<file path="config.mk">
export PLATFORM = sky130hd
export DESIGN_NAME = systolic_feeder
export DESIGN_NICKNAME = d
export VERILOG_FILES = /design/src/rtl/systolic_feeder.sv
export SDC_FILE = /design/constraint.sdc
export NUM_CORES = 2
export LEC_CHECK = 0
export CAP_MARGIN = 20
export CORE_MARGIN = 4
export CORE_UTILIZATION = 55
export CTS_CLUSTER_SIZE = 12
export DETAILED_ROUTE_END_ITERATION = 12
export PLACE_DENSITY = 0.73
export SYNTH_ARGS = -nofsm -noshare
export SYNTH_HDL_FRONTEND = slang
export SYNTH_SLANG_ARGS = --single-unit
</file>
<file path="constraint.sdc">
create_clock -name clk -period 7 [get_ports clk]
set_clock_uncertainty 0.1 [all_clocks]
set_input_delay 1.75 -clock clk [delete_from_list [all_inputs] [get_ports clk]]
set_output_delay 1.75 -clock clk [all_outputs]
set_load 0.01 [all_outputs]
</file>
<file path="src/rtl/systolic_feeder.sv">
// Operand store and diagonal-skew streamer for an NxN systolic array.
// Holds A and B, clears the array, streams skewed lanes, waits for array_done, pulses done.
module systolic_feeder #(
   parameter  int N  = 4,
   parameter  int DW = 32,
   localparam int AW = (N > 1) ? $clog2(N) : 1
) (
   input  logic            clk,
   input  logic            rst,
   input  logic            wr_en,
   input  logic            wr_mat,
   input  logic [AW-1:0]   wr_row,
   input  logic [AW-1:0]   wr_col,
   input  logic [DW-1:0]   wr_data,
   input  logic            start,
   output logic            busy,
   output logic            arr_clr,
   output logic [N*DW-1:0] west_bus,
   output logic [N*DW-1:0] north_bus,
   input  logic            array_done,
   output logic            done
);

   localparam int TW = $clog2(2 * N);
   localparam logic [TW-1:0] T_LAST = TW'(2 * N - 2);

   typedef enum logic [2:0] {
      S_IDLE,
      S_CLEAR,
      S_STREAM,
      S_WAIT,
      S_DONE
   } state_t;

   state_t            state_q;
   logic [TW-1:0]     t_q;
   logic              busy_q;
   logic              arr_clr_q;
   logic              done_q;
   logic [N*DW-1:0]   west_q;
   logic [N*DW-1:0]   north_q;

   logic [DW-1:0]     a_q [N][N];
   logic [DW-1:0]     b_q [N][N];

   logic              idx_ok;
   logic [TW-1:0]     t_sel;
   logic [N*DW-1:0]   west_d;
   logic [N*DW-1:0]   north_d;

   // Indices wrap cleanly when N is a power of two, so only other sizes need a range check.
   generate
      if (N == (1 << AW)) begin : g_pow2
         assign idx_ok = 1'b1;
      end else begin : g_npow2
         assign idx_ok = (int'(wr_row) < N) && (int'(wr_col) < N);
      end
   endgenerate

   always_ff @(posedge clk or negedge rst) begin
      if (!rst) begin
         for (int r = 0; r < N; r++) begin
            for (int c = 0; c < N; c++) begin
               a_q[r][c] <= '0;
               b_q[r][c] <= '0;
            end
         end
      end else if (wr_en && (state_q == S_IDLE) && idx_ok) begin
         if (wr_mat) b_q[wr_row][wr_col] <= wr_data;
         else        a_q[wr_row][wr_col] <= wr_data;
      end
   end

   // Lane values for the step about to be presented: t=0 leaving CLEAR, t+1 inside STREAM.
   assign t_sel = (state_q == S_CLEAR) ? '0 : t_q + 1'b1;

   generate
      for (genvar gi = 0; gi < N; gi++) begin : g_lane
         logic [TW:0] w_diff;
         logic        w_ok;
         assign w_diff = {1'b0, t_sel} - (TW + 1)'(gi);
         assign w_ok   = ({1'b0, t_sel} >= (TW + 1)'(gi)) && (w_diff < (TW + 1)'(N));
         assign west_d[gi*DW +: DW]  = w_ok ? a_q[gi][w_diff[AW-1:0]] : '0;
         assign north_d[gi*DW +: DW] = w_ok ? b_q[w_diff[AW-1:0]][gi] : '0;
      end
   endgenerate

   always_ff @(posedge clk or negedge rst) begin
      if (!rst) begin
         state_q   <= S_IDLE;
         t_q       <= '0;
         busy_q    <= 1'b0;
         arr_clr_q <= 1'b0;
         done_q    <= 1'b0;
         west_q    <= '0;
         north_q   <= '0;
      end else begin
         case (state_q)
            S_IDLE: begin
               done_q <= 1'b0;
               if (start) begin
                  state_q   <= S_CLEAR;
                  busy_q    <= 1'b1;
                  arr_clr_q <= 1'b1;
               end
            end
            S_CLEAR: begin
               state_q   <= S_STREAM;
               t_q       <= '0;
               arr_clr_q <= 1'b0;
               west_q    <= west_d;
               north_q   <= north_d;
            end
            S_STREAM: begin
               if (t_q == T_LAST) begin
                  state_q <= S_WAIT;
                  west_q  <= '0;
                  north_q <= '0;
               end else begin
                  t_q     <= t_q + 1'b1;
                  west_q  <= west_d;
                  north_q <= north_d;
               end
            end
            S_WAIT: begin
               if (array_done) begin
                  state_q <= S_DONE;
                  done_q  <= 1'b1;
               end
            end
            S_DONE: begin
               state_q <= S_IDLE;
               done_q  <= 1'b0;
               busy_q  <= 1'b0;
            end
            default: begin
               state_q   <= S_IDLE;
               busy_q    <= 1'b0;
               arr_clr_q <= 1'b0;
               done_q    <= 1'b0;
               west_q    <= '0;
               north_q   <= '0;
            end
         endcase
      end
   end

   assign busy      = busy_q;
   assign arr_clr   = arr_clr_q;
   assign done      = done_q;
   assign west_bus  = west_q;
   assign north_bus = north_q;

endmodule

</file>
==> metrics.cfg <==
[clock_network]
clock_tree.buffer_depth = 3
cts_made_buffers = 136
cts_tree = yes
cts.sinks = 1289
cts_setup_buffers = 0
root_buffer = clkbuf_16
path_clk_slew_ps = 60
worstSkewPairLatency_ps = 740
htree_num_levels = 4
cts_resized = 0
cts-hold-fix-buffers = 0

[routing]
drt_iter0_drc = 3060
viasPerCell = 6.24
drc = 0
vias = 36700
wl_um = 152000
drt_first_pass_iters = 7
detail_route.wl_per_cell_um = 25.8
ant_nets = 0

[min_path]
hp-class = register to register
holdPathStages = 1

[setup_path]
endpoint_kind = register
slowest_delay_ps = 1040
cpMaxStageDelayCell = dfrtp_4
cp_num_cells = 7
start_kind = register
crit_chain = inv_1 > ha_4 > buf_4 > buf_4 > mux2i_1 > a21oi_1 > a32o_1
path_buf_inv = 3
required_ps = 7520
worst_ep_arrival_time_ps = 5010
rr_worst_depth = 7
cp_top_family = buffers and inverters
crit_top_cell = buf_4
regToRegSetupSlack_ps = 2510
crit_type = register to register
cp_max_fo = 70

[timing]
tightest_slew_ps = 1110
finalCritPeriodShare_pct = 64.2
fin_setup_tns_ps = 0
grt_setup_unrepaired = false
maxSlewViolCount = 0
holdWs_ps = 385
relSlewSlack_pct = 26.2
max_freq_mhz = 223
layout_setup_ws_ps = 2510
hold_viol_final = 0
setup_viol = 0
fin_crit_ps = 4490

[placed_design]
pre_cts_ws_ps = 1980
placed_cells = 5648
io_buffer_count = 300
gp_congestion = 0.761
dp_hpwl_um = 83600
place_area_um2 = 60400

[global_route]
grt_pass1_wl_um = 233000
grt_max_degree = 171
antenna_found_initial = 10
grt_pass1_vias = 37600
grt_overflow = 0
grt_usage_pct = 28.2

[yosys]
synthXorXnorAreaFrac_pct = 0.0155
async_flop_share_pct = 100
synth_top_family_by_area = multiplexers
synth_commonest_cells = dfrtp_1, mux2_2, nor2_1
synth_top_area_cell = dfrtp_1
synth.area.top_cells = dfrtp_1, mux2_2, mux2i_1
yosys_most_used_dff = dfrtp_1
synth_fa_ha_area_share_pct = 0.177
synth.mux.area_fraction_pct = 26.4
synthCells = 4312
synth.distinct_cells = 41
synth_area_per_cell_um2 = 13.1
ys_ff_latch = 1289
yosysMostFrequentCell = dfrtp_1
synth-compound-area-share_pct = 8.04
yosysTopAreaCellShare_pct = 57.2
synth_edf_count = 0
syn_nets = 4362
ys_warn_count = 0
syn_area_um2 = 56400
synth_simple_gate_area_share_pct = 5.15
yosysSeqAreaShare_pct = 57.2

[die]
core_um2 = 102000
io_pins = 301
fp.dieW_um = 328
die_y_um = 328
initial_core_util_pct = 55.4
rows = 117
die_area_um2 = 108000

[outcome]
outcome = completed

[final_layout]
layout.nets = 4472
final_area_um2 = 64700
num-fill-cells = 7656
multi_input_area_um2 = 22600
regArea_um2 = 32300
drive_above_1_share_pct = 30.8
fin_cells = 5880
area_delta_synth_final_pct = 14.7

[flow_run]
cap_violations = 0

[pwr]
pwr_density_cell_nw_per_um2 = 428
leakage_uw = 0.0309
ir_worst_vdd_mv = 0.540

-- worst register-to-register path: stages (launching register included) --
cell and delay (ps):
dfrtp_4 1040, inv_1 270, ha_4 440, buf_4 760, buf_4 890, mux2i_1 480, a21oi_1 110, a32o_1 290
-- sequential cells by signal (all words and copies together) (netlist names) --
register,count
a_q,512
arr_clr,1
b_q,512
busy,1
done,1
north_bus,128
state_q,3
t_q,3
west_bus,128
-- per-layer routing --
metal	track usage, %	wire length, um	vias up
li1	-	-	15900
met1	38.7	64700	19400
met2	45.6	72600	1170
met3	5.47	9850	234
met4	9.45	4640	6
met5	0	37	-
-- stage by stage --
step / util (%) / total power, uW
floorplan: - / 17400
global placement: 59.4 / 20600
detailed placement: 59.4 / 20800
CTS: 63.5 / 27800
global route: 63.6 / 29100
finish: 63.6 / 27700
-- path summary, 6_finish.rpt --
path                          start            end
setup / recovery             t_q[0]    west_bus[5]
hold / removal             a_q[359]       a_q[359]
setup reg to reg             t_q[0]    west_bus[5]
hold reg to reg            a_q[359]       a_q[359]
max in group asynchronous       rst  west_bus[122]
min in group asynchronous       rst       b_q[494]
-- power breakdown --
group | switching, uW | internal [uW] | total (uW)
combinational | 6130 | 4510 | 10600
clock | 2920 | 3970 | 6890
sequential | 1080 | 9090 | 10200
-- cells by family (layout without fill, tap and decap cells) --
group,count (synthesis),after routing
xor gates and xnor gates,1,1
other,0,2
and+or+nand+nor,654,654
adders and majority gates,8,8
DFF,1289,1289
AOI/OAI and AO/OA,657,657
buffers and inverters,422,620
muxes,1281,1281
-- cell usage in the layout (no fill, tap or decap), types with 3 or more instances in the layout --
master           netlist  layout
dfrtp_1             1289    1288
mux2_2              1009    1009
nor2_1               400     390
clkdlybuf4s50_1        0     288
o21ai_0              198     198
nor3_1               194     194
a21oi_1              195     194
mux2i_1              193     193
a32o_1               192     192
clkbuf_16              0     143
buf_4                  1      68
mux4_2                64      64
a22o_1                64      64
clkbuf_1             284      40
nand2_1               20      20
clkbuf_8               0      20
buf_12                 0      17
mux2_1                15      15
clkinv_2               0      11
nor2_4                 0      10
buf_2                 75      10
inv_1                  8       7
nand2b_1               7       7
nor3_4                 0       7
inv_6                  0       7
ha_1                   8       6
nor2b_1                5       5
nand3_2                0       4
and3_1                 3       3
clkinvlp_4             0       3
-- cell type report --
type                       count  share of cell area (%)
clock inverter                23                   0.298
sequential                  1289                    49.9
tap                         1368                    2.65
timing repair buffer         386                    5.94
antenna                        2                 0.00774
inverter                       8                  0.0542
multi-input combinational   2601                    35.0
clock buffer                 203                    6.19
(Power assumes the default switching activity.)
